==> config.mk <==
export PLATFORM = sky130hd
export DESIGN_NAME = unsigned_pipe_alu
export DESIGN_NICKNAME = d
export VERILOG_FILES = /design/src/rtl/unsigned_alu_pkg.sv /design/src/rtl/unsigned_pipe_alu_seq_divider.sv /design/src/rtl/unsigned_pipe_alu.sv
export SDC_FILE = /design/constraint.sdc
export NUM_CORES = 1
export LEC_CHECK = 0
export ABC_AREA = 1
export ABC_CLOCK_PERIOD_IN_PS = 13800
export CORE_AREA = 2 2 152 228
export DETAILED_ROUTE_END_ITERATION = 12
export DIE_AREA = 0 0 154 230
export GPL_ROUTABILITY_DRIVEN = 0
export SLEW_MARGIN = 5
export SYNTH_ARGS = -nofsm -noshare
export SYNTH_HDL_FRONTEND = slang
export SYNTH_SLANG_ARGS = --single-unit
==> constraint.sdc <==
create_clock -name CLK -period 13.8 [get_ports CLK]
set_input_delay 2.76 -clock CLK [delete_from_list [all_inputs] [get_ports CLK]]
set_output_delay 2.76 -clock CLK [all_outputs]
set_load 0.1 [all_outputs]
==> src/rtl/unsigned_alu_pkg.sv <==
// unsigned_alu_pkg
//   Shared definitions for unsigned_pipe_alu and its sequential divider:
//   opcode encodings, control FSM state type and compare result values.
//   Optional divider build is selected with the UNSIGNED_ALU_DIV_EN macro
//   (see unsigned_pipe_alu.sv).
package unsigned_alu_pkg;

    localparam logic [3:0] OP_ADD  = 4'b0000;
    localparam logic [3:0] OP_SUB  = 4'b0001;
    localparam logic [3:0] OP_MUL  = 4'b0010;
    localparam logic [3:0] OP_DIV  = 4'b0011;
    localparam logic [3:0] OP_AND  = 4'b0100;
    localparam logic [3:0] OP_OR   = 4'b0101;
    localparam logic [3:0] OP_NAND = 4'b0110;
    localparam logic [3:0] OP_NOR  = 4'b0111;
    localparam logic [3:0] OP_XOR  = 4'b1000;
    localparam logic [3:0] OP_XNOR = 4'b1001;
    localparam logic [3:0] OP_EQ   = 4'b1010;
    localparam logic [3:0] OP_GT   = 4'b1011;
    localparam logic [3:0] OP_LT   = 4'b1100;
    localparam logic [3:0] OP_SHR  = 4'b1101;
    localparam logic [3:0] OP_SHL  = 4'b1110;
    localparam logic [3:0] OP_NOP  = 4'b1111;

    typedef enum logic {
        IDLE = 1'b0,
        BUSY = 1'b1
    } state_t;

    localparam int CMP_EQ_VAL = 1;
    localparam int CMP_GT_VAL = 2;
    localparam int CMP_LT_VAL = 3;

endpackage

==> src/rtl/unsigned_pipe_alu_seq_divider.sv <==
// seq_divider
//   Restoring unsigned divider, one quotient bit per clock, WIDTH iterations.
//   Only built when UNSIGNED_ALU_DIV_EN is defined.
//   Ports:
//     clk, rst        clock, synchronous active-high reset (aborts a divide)
//     start           latch dividend/divisor and begin (divisor must be non-zero)
//     dividend        unsigned dividend
//     divisor         unsigned divisor
//     done            high during the final iteration cycle
//     quotient        final quotient, valid while done is high
//     remainder       final remainder, valid while done is high
`ifdef UNSIGNED_ALU_DIV_EN
module seq_divider #(
    parameter int WIDTH = 16
) (
    input  logic             clk,
    input  logic             rst,
    input  logic             start,
    input  logic [WIDTH-1:0] dividend,
    input  logic [WIDTH-1:0] divisor,
    output logic             done,
    output logic [WIDTH-1:0] quotient,
    output logic [WIDTH-1:0] remainder
);

    localparam int CW = $clog2(WIDTH);

    logic             busy_q;
    logic [CW-1:0]    cnt_q;
    logic [WIDTH-1:0] rem_q;
    logic [WIDTH-1:0] quo_q;
    logic [WIDTH-1:0] div_q;

    logic [WIDTH:0]   shifted;
    logic [WIDTH:0]   trial;
    logic             fits;
    logic [WIDTH-1:0] rem_next;
    logic [WIDTH-1:0] quo_next;
    logic             unused_trial_msb;

    // The quotient register doubles as the dividend shift register: each
    // step moves its MSB into the partial remainder and a quotient bit in.
    // Since the remainder stays below the divisor, a successful trial
    // subtraction always fits in WIDTH bits, so the trial MSB is dropped.
    always_comb begin
        shifted  = {rem_q, quo_q[WIDTH-1]};
        fits     = (shifted >= {1'b0, div_q});
        trial    = shifted - {1'b0, div_q};
        rem_next = fits ? trial[WIDTH-1:0] : shifted[WIDTH-1:0];
        quo_next = {quo_q[WIDTH-2:0], fits};
    end

    assign unused_trial_msb = trial[WIDTH];

    // Final values are presented combinationally so the parent can capture
    // them on the same edge that completes the last iteration.
    assign done      = busy_q && (cnt_q == CW'(WIDTH - 1));
    assign quotient  = quo_next;
    assign remainder = rem_next;

    always_ff @(posedge clk) begin
        if (rst) begin
            busy_q <= 1'b0;
            cnt_q  <= '0;
            rem_q  <= '0;
            quo_q  <= '0;
            div_q  <= '0;
        end else if (start) begin
            busy_q <= 1'b1;
            cnt_q  <= '0;
            rem_q  <= '0;
            quo_q  <= dividend;
            div_q  <= divisor;
        end else if (busy_q) begin
            rem_q <= rem_next;
            quo_q <= quo_next;
            if (done) begin
                busy_q <= 1'b0;
                cnt_q  <= '0;
            end else begin
                cnt_q <= cnt_q + CW'(1);
            end
        end
    end

endmodule
`endif

==> src/rtl/unsigned_pipe_alu.sv <==
// unsigned_pipe_alu
//   Registered unsigned ALU with valid/ready input, multi-cycle divider,
//   multiply high half, carry/borrow and divide-by-zero status.
//   Build option: define UNSIGNED_ALU_DIV_EN to build the sequential divider;
//   without it opcode DIV completes in one cycle with OUT=0, HI=0, DIV0_ERR=1.
//   Ports:
//     CLK, RST                  clock, synchronous active-high reset
//     IN_VALID / IN_READY       input handshake
//     A, B, ALU_FUN             operands and opcode
//     OUT_VALID                 one-cycle pulse when result registers update
//     ALU_OUT, ALU_OUT_HI       primary result, high half / remainder
//     Arith/Logic/CMP/Shift_Flag  op-class flags
//     CARRY, DIV0_ERR           carry/borrow, divide-by-zero
//     fsm_state                 control FSM state (debug)
//
//   Handshake: an operation transfers on a rising edge where IN_VALID and
//   IN_READY are both high; IN_READY is high exactly in IDLE and depends
//   only on state, never on IN_VALID. While not ready, IN_VALID is ignored.
module unsigned_pipe_alu
    import unsigned_alu_pkg::*;
#(
    parameter int WIDTH = 16
) (
    input  logic             CLK,
    input  logic             RST,
    input  logic             IN_VALID,
    output logic             IN_READY,
    input  logic [WIDTH-1:0] A,
    input  logic [WIDTH-1:0] B,
    input  logic [3:0]       ALU_FUN,
    output logic             OUT_VALID,
    output logic [WIDTH-1:0] ALU_OUT,
    output logic [WIDTH-1:0] ALU_OUT_HI,
    output logic             Arith_Flag,
    output logic             Logic_Flag,
    output logic             CMP_Flag,
    output logic             Shift_Flag,
    output logic             CARRY,
    output logic             DIV0_ERR,
    output state_t           fsm_state
);

    localparam int SHW = $clog2(WIDTH);

    state_t state_q, state_d;
    logic   load_single;
    logic   load_div;
    logic   div_start;

    logic [2*WIDTH-1:0] product;
    logic [WIDTH:0]     sum;
    logic [WIDTH:0]     diff;
    logic [SHW-1:0]     shamt;

    logic [WIDTH-1:0] res_lo, res_hi;
    logic             res_arith, res_logic, res_cmp, res_shift;
    logic             res_carry, res_div0;

    assign product = A * B;
    assign sum     = {1'b0, A} + {1'b0, B};
    // Top bit of the extended difference is the borrow (A < B).
    assign diff    = {1'b0, A} - {1'b0, B};
    assign shamt   = B[SHW-1:0];

    // Single-cycle datapath
    always_comb begin
        res_lo    = '0;
        res_hi    = '0;
        res_arith = 1'b0;
        res_logic = 1'b0;
        res_cmp   = 1'b0;
        res_shift = 1'b0;
        res_carry = 1'b0;
        res_div0  = 1'b0;
        case (ALU_FUN)
            OP_ADD: begin
                res_lo    = sum[WIDTH-1:0];
                res_carry = sum[WIDTH];
                res_arith = 1'b1;
            end
            OP_SUB: begin
                res_lo    = diff[WIDTH-1:0];
                res_carry = diff[WIDTH];
                res_arith = 1'b1;
            end
            OP_MUL: begin
                {res_hi, res_lo} = product;
                res_arith        = 1'b1;
            end
            OP_DIV: begin
                // Non-zero divisors go to the sequential divider; this path
                // only produces the divide-by-zero (or no-divider) result.
                res_arith = 1'b1;
                res_div0  = 1'b1;
`ifdef UNSIGNED_ALU_DIV_EN
                res_lo    = '1;
                res_hi    = A;
`endif
            end
            OP_AND:  begin res_lo = A & B;    res_logic = 1'b1; end
            OP_OR:   begin res_lo = A | B;    res_logic = 1'b1; end
            OP_NAND: begin res_lo = ~(A & B); res_logic = 1'b1; end
            OP_NOR:  begin res_lo = ~(A | B); res_logic = 1'b1; end
            OP_XOR:  begin res_lo = A ^ B;    res_logic = 1'b1; end
            OP_XNOR: begin res_lo = ~(A ^ B); res_logic = 1'b1; end
            OP_EQ: begin
                res_lo  = (A == B) ? WIDTH'(CMP_EQ_VAL) : '0;
                res_cmp = 1'b1;
            end
            OP_GT: begin
                res_lo  = (A > B) ? WIDTH'(CMP_GT_VAL) : '0;
                res_cmp = 1'b1;
            end
            OP_LT: begin
                res_lo  = (A < B) ? WIDTH'(CMP_LT_VAL) : '0;
                res_cmp = 1'b1;
            end
            OP_SHR: begin res_lo = A >> shamt; res_shift = 1'b1; end
            OP_SHL: begin res_lo = A << shamt; res_shift = 1'b1; end
            default: ;
        endcase
    end

`ifdef UNSIGNED_ALU_DIV_EN
    logic             div_done;
    logic [WIDTH-1:0] div_quotient;
    logic [WIDTH-1:0] div_remainder;

    seq_divider #(.WIDTH(WIDTH)) u_div (
        .clk       (CLK),
        .rst       (RST),
        .start     (div_start),
        .dividend  (A),
        .divisor   (B),
        .done      (div_done),
        .quotient  (div_quotient),
        .remainder (div_remainder)
    );
`endif

    // Control FSM
    always_ff @(posedge CLK) begin
        if (RST) state_q <= IDLE;
        else     state_q <= state_d;
    end

    always_comb begin
        state_d     = state_q;
        IN_READY    = 1'b0;
        load_single = 1'b0;
        load_div    = 1'b0;
        div_start   = 1'b0;
        case (state_q)
            IDLE: begin
                IN_READY = 1'b1;
                if (IN_VALID) begin
`ifdef UNSIGNED_ALU_DIV_EN
                    if (ALU_FUN == OP_DIV && B != '0) begin
                        div_start = 1'b1;
                        state_d   = BUSY;
                    end else begin
                        load_single = 1'b1;
                    end
`else
                    load_single = 1'b1;
`endif
                end
            end
            BUSY: begin
`ifdef UNSIGNED_ALU_DIV_EN
                if (div_done) begin
                    load_div = 1'b1;
                    state_d  = IDLE;
                end
`else
                state_d = IDLE;
`endif
            end
            default: state_d = IDLE;
        endcase
    end

    assign fsm_state = state_q;

    // Result registers: updated only alongside OUT_VALID, hold otherwise.
    always_ff @(posedge CLK) begin
        if (RST) begin
            OUT_VALID  <= 1'b0;
            ALU_OUT    <= '0;
            ALU_OUT_HI <= '0;
            Arith_Flag <= 1'b0;
            Logic_Flag <= 1'b0;
            CMP_Flag   <= 1'b0;
            Shift_Flag <= 1'b0;
            CARRY      <= 1'b0;
            DIV0_ERR   <= 1'b0;
        end else begin
            OUT_VALID <= load_single | load_div;
            if (load_single) begin
                ALU_OUT    <= res_lo;
                ALU_OUT_HI <= res_hi;
                Arith_Flag <= res_arith;
                Logic_Flag <= res_logic;
                CMP_Flag   <= res_cmp;
                Shift_Flag <= res_shift;
                CARRY      <= res_carry;
                DIV0_ERR   <= res_div0;
            end
`ifdef UNSIGNED_ALU_DIV_EN
            else if (load_div) begin
                ALU_OUT    <= div_quotient;
                ALU_OUT_HI <= div_remainder;
                Arith_Flag <= 1'b1;
                Logic_Flag <= 1'b0;
                CMP_Flag   <= 1'b0;
                Shift_Flag <= 1'b0;
                CARRY      <= 1'b0;
                DIV0_ERR   <= 1'b0;
            end
`endif
        end
    end

endmodule
-- Word-level counts from Yosys, hierarchy flattened
Cells that the tools add are included.
- register bits: 39
- word-level logic and storage cells: 54
- add/subtract/negate cells: 2
- multiply operators: 1
- order comparisons: 2
- equal/unequal tests: 15
- shift-type cells: 2
- muxes and demuxes: 12
- bitwise logic cells: 6
- reduce and logical (&&, ||, !) cells: 5
- operator list (cell ; count):
    16-bit one-hot mux with 14 select lines ; 1
    16-bit inverter ; 3
    16-bit by 16-bit multiplier with 32-bit output ; 1
    4-bit equality test (second input constant) ; 7
    16-bit by 16-bit adder with 17-bit output ; 1
    16-bit by 16-bit subtractor with 17-bit output ; 1
    16-bit AND ; 1
    16-bit equality test ; 1
    4-bit by 3-bit equality test with 1-bit output (second input constant) ; 4
    16-bit > comparator ; 1
    16-bit less-than comparator ; 1
    16-bit two-way mux ; 1
    16-bit OR ; 1
    16-bit by 4-bit << shifter with 16-bit output ; 1
    16-bit by 4-bit >> shifter with 16-bit output ; 1
    16-bit XOR ; 1
    4-bit by 2-bit equality test with 1-bit output (second input constant) ; 2
    1-bit two-way mux ; 7
    6-bit OR reduction ; 1
    4-bit by 1-bit equality test with 1-bit output (second input constant) ; 1
    4-bit zero test ; 1
    2-bit two-way mux ; 2
    4-bit OR reduction ; 1
    3-bit OR reduction ; 1
    2 further kinds ; 2

-- Logic depth before layout (Yosys ltp)
- depth in word-level cells: 3
- gate-level depth with buffers: 31

-- Worst setup path after synthesis
OpenSTA, ideal clock, no wires.
- kind: input port to flip-flop
- from: input port B[1]
- to: register ALU_OUT_HI[8]
- library setup time: 0.132 ns
- data arrival time: 8.036 ns
- data required time: 13.668 ns
- slack: 5.631 ns
- stages: 22
- path buffers: 3
- cells stage by stage: buf_2 > clkbuf_1 > buf_1 > nand2_1 > fa_1 > fa_1 > inv_1 > fa_1 > inv_1 > fa_1 > fa_1 > fa_1 > inv_1 > ha_1 > a21oi_1 > a21boi_0 > o21ai_0 > nand2_1 > nand3_1 > or2_2 > nand3_1 > a21oi_1
- longest elaborated chain between the ends: 2
- RTL lines (item ; RTL line ; source):
    from (decl) ; unsigned_pipe_alu.sv:29 ; input logic [WIDTH-1:0] B,
    16-bit by 16-bit multiplier with 32-bit output ; unsigned_pipe_alu.sv:59 ; assign product = A * B;
    16-bit two-way mux ; unsigned_pipe_alu.sv:75 ; case (ALU_FUN)
    to (signal assigned) ; unsigned_pipe_alu.sv:201 ; ALU_OUT_HI <= res_hi;
    to (decl) ; unsigned_pipe_alu.sv:33 ; output logic [WIDTH-1:0] ALU_OUT_HI,
No other way between the ends.
A chain may end at the register's enable or synchronous reset.

-- Worst setup path in the final report
- from: input port A[9]
- to: register ALU_OUT_HI[8]
- longest elaborated chain between the ends: 2
- RTL lines (item ; RTL line ; source):
    from (decl) ; unsigned_pipe_alu.sv:28 ; input logic [WIDTH-1:0] A,
    16-bit by 16-bit multiplier with 32-bit output ; unsigned_pipe_alu.sv:59 ;
    16-bit two-way mux ; unsigned_pipe_alu.sv:75 ;
No other way between the ends.

==> impl_metrics.env <==
export IMPL_stdcell_count=2811
export IMPL_holdPathEnd="ALU_OUT[8]"
export IMPL_clock_sinks=39
export IMPL_hold_violations=0
export IMPL_p_comb_frac=0.914
export IMPL_p_int_mw=1.24
export IMPL_ys_ff_latch=39
export IMPL_power_density_nw_per_um2=204
export IMPL_fmax_mhz=108
export IMPL_min_period_ns=9.30
export IMPL_setup_viol=0
export IMPL_grtUsageTotal=0.314
export IMPL_yosysMostFrequentCell="nand2_1"
export IMPL_net_switching_power_mw=2.08
export IMPL_crit_type="in -> reg"
export IMPL_skew_ns=0
export IMPL_sw_frac_of_total=0.626
export IMPL_rows=82
export IMPL_grt_util_met3=0.0268
export IMPL_p_clk_frac=0.046
export IMPL_vias=15400
export IMPL_worst_slack_ns=4.50
export IMPL_slew_violations=0
export IMPL_cap_viol_max_count=0
export IMPL_synthMuxAreaShare=0
export IMPL_dieHeight_um=230
export IMPL_port_buffers=77
export IMPL_detail_route_iter0_violations=1248
export IMPL_drt_pass1_iter_count=6
export IMPL_die_area_um2=35400
export IMPL_cts_setup_buffers=0
export IMPL_crit_fanout=19
export IMPL_antenna_cells=0
export IMPL_worst_slew_pin_slew_ns=1.20
export IMPL_grt_busiest_layer="met2"
export IMPL_hold_depth=2
export IMPL_synth_xor_area_frac=0.00348
export IMPL_critPathLaunchType="input port"
export IMPL_place_hpwl_mm=43.7
export IMPL_min_period_over_period=0.674
export IMPL_synth_compound_area_frac=0.0803
export IMPL_met1_usage=0.355
export IMPL_grt_pass1_wl_mm=85.8
export IMPL_h_tree_depth=2
export IMPL_hp_class="reg -> reg"
export IMPL_grt_max_degree=50
export IMPL_grt_pass1_vias=15500
export IMPL_endpoint_kind="register"
export IMPL_rsz0062_at_grt="no"
export IMPL_ios=80
export IMPL_synth_cell_type_count=46
export IMPL_cts_inserted_buffers=5
export IMPL_status="finished, final reports clean"
export IMPL_syn_inst=2394
export IMPL_synthFlopType="dfxtp_1"
export IMPL_drt_total_wl_mm=54.6
export IMPL_route_detailed_drc=0
export IMPL_r2r_start="ALU_OUT_HI[3]"
export IMPL_cts_tree="yes"
export IMPL_reg2reg_depth=2
export IMPL_yosysSeqAreaShare=0.0516
export IMPL_async_flop_share=0
export IMPL_post_place_cells=2803
export IMPL_arrival_ns=9.46
export IMPL_relSlewSlack=0.201
export IMPL_grt_antenna_before_repair=0
export IMPL_synth_net_count=2783
export IMPL_clock_latency_ns=0.29
export IMPL_start_util=0.454
export IMPL_drtAntennaViolNets=0
export IMPL_r2r_slack_ns=13.09
export IMPL_synth_fa_ha_area_frac=0.386
export IMPL_hold_path_startpoint="ALU_OUT[8]"
export IMPL_ctsHoldBuffers=0
export IMPL_synth_top_area_share=0.258
export IMPL_fp_dieW_um=154
export IMPL_seq_power_share=0.040
export IMPL_core_area_um2=33300
export IMPL_cts_resized=0
export IMPL_synth_edf_count=0
export IMPL_synth_top_family_by_area="adder cells"
export IMPL_viasPerCell=5.47
export IMPL_place_ws_ns=4.31
export IMPL_final_layout_size_suffix_gt1_frac=0.0280
export IMPL_setup_tns_final_ns=0
export IMPL_overflow=0
export IMPL_max_vdd_ir_drop_uv=195
export IMPL_clkTransAtPathRegs_ns=0.06
export IMPL_clock_path_buffers=2
export IMPL_yosys_top_cells_count="708 x nand2_1, 527 x inv_1, 195 x fa_1"
export IMPL_yosys_area_share_simple=0.311
export IMPL_ys_warnings_count=0
export IMPL_clock_root_buffer="clkbuf_16"
export IMPL_power_leakage_nw=9.17
export IMPL_yosys_area_top_type="fa_1"
export IMPL_finalNetCount=2779
export IMPL_area_growth_pct=7.57
export IMPL_detail_route_wl_per_cell_um=19.4
export IMPL_syn_area_um2=15100
export IMPL_synth_area_leaders="fa_1 26%, nand2_1 18%, inv_1 13%"
export IMPL_syn_avg_cell_area_um2=6.32
export IMPL_r2r_end="ALU_OUT_HI[3]"
export IMPL_global_route_usage_met2=0.569
export IMPL_required_ns=13.97
==> kinds of logic (layout without fill, tap and decap cells) <==
| logic type | count (synthesis) | in the layout |
|---|---|---|
| AND/OR/NAND/NOR | 1123 | 1123 |
| buffers and inverters | 648 | 645 |
| adder cells (fa/ha/maj) | 350 | 350 |
| AO/OA/AOI/OAI | 226 | 226 |
| flip-flops | 39 | 39 |
| XOR/XNOR | 6 | 6 |
| other | 2 | 2 |
==> cell type report <==
cell class,instances,area [um2]
multi-input combinational,1707,11800
clock inverter,2,60.1
tap,420,526
sequential,39,781
clock buffer,6,129
fill,3579,17100
inverter,538,2020
timing repair buffer,99,931
==> per-stage QoR <==
step	area, um2	total power [mW]	util	hold WS, ns
after floorplan	15100	2.35	-	0.909
after global placement	16100	3.11	0.482	0.455
after detailed placement	16100	3.13	0.482	0.458
after CTS	16300	3.30	0.488	0.468
after global routing	16300	3.75	0.488	0.493
final	16300	3.32	0.488	0.465
==> power groups by stage <==
stage | clock (mW) | sequential [mW] | combinational [mW]
detailed placement | 0 | 0.134 | 2.99
CTS | 0.154 | 0.132 | 3.02
global placement | 0 | 0.135 | 2.98
finish | 0.152 | 0.132 | 3.04
global route | 0.158 | 0.133 | 3.45
floorplan | 0 | 0.213 | 2.13
==> cells in the final DEF, fill, tap and decap left out, types with 2 or more instances in the layout <==
| master | count |
|---|---|
| dfxtp_1 | 39 |
| nand2_2 | 5 |
| nand3_1 | 192 |
| clkdlybuf4s50_1 | 76 |
| a21boi_0 | 11 |
| bufinv_16 | 2 |
| a21oi_1 | 106 |
| nand4_1 | 25 |
| inv_1 | 527 |
| o21ai_1 | 10 |
| and2_1 | 3 |
| inv_2 | 9 |
| xnor2_1 | 5 |
| o22ai_1 | 6 |
| o21bai_1 | 3 |
| conb_1 | 2 |
| nand3b_1 | 7 |
| nor2_4 | 6 |
| clkbuf_16 | 5 |
| or2_2 | 5 |
| fa_1 | 195 |
| ha_1 | 155 |
| nor2_2 | 7 |
| o211ai_1 | 7 |
| or2_0 | 3 |
| buf_4 | 22 |
| nor3_1 | 14 |
| nand2_1 | 708 |
| o21ai_0 | 75 |
| nor2_1 | 143 |
| nand2_4 | 2 |
==> sequential cells by signal, indices dropped and copies added, names as in the netlist <==
signal,flops
Shift_Flag,1
Logic_Flag,1
CMP_Flag,1
Arith_Flag,1
CARRY,1
OUT_VALID,1
ALU_OUT_HI,16
DIV0_ERR,1
ALU_OUT,16
==> worst max-delay path by stage <==
stage	startpoint	endpoint	slack, ns	cells past startpoint
6_report	A[9]	ALU_OUT_HI[8]	4.50	21
5_1_grt	A[9]	ALU_OUT_HI[8]	4.32	21
2_1_floorplan	B[1]	ALU_OUT_HI[8]	5.63	22
4_1_cts	A[9]	ALU_OUT_HI[8]	4.60	21
3_3_place_gp	A[9]	ALU_OUT_HI[8]	4.44	21
3_5_place_dp	A[9]	ALU_OUT_HI[8]	4.31	21
==> routing by layer <==
metal | up-vias | part of all wire
met5 | - | 0
met4 | 0 | 0.078
met3 | 205 | 0.053
met2 | 645 | 0.50
met1 | 7297 | 0.37
li1 | 7217 | -
==> worst max-delay path: stages <==
cell and delay [ns]:
clkdlybuf4s50_1 1.26, ha_1 0.40, inv_1 0.15, fa_1 0.43, fa_1 0.55, inv_1 0.05
fa_1 0.56, fa_1 0.43, fa_1 0.49, inv_1 0.05, fa_1 0.47, inv_1 0.04
ha_1 0.36, a21oi_1 0.20, a21boi_0 0.46, nor2_1 0.08, nor2_1 0.11, nand3_1 0.15
or2_2 0.31, nand3_1 0.07, a21oi_1 0.06
(Power assumes the default switching activity.)
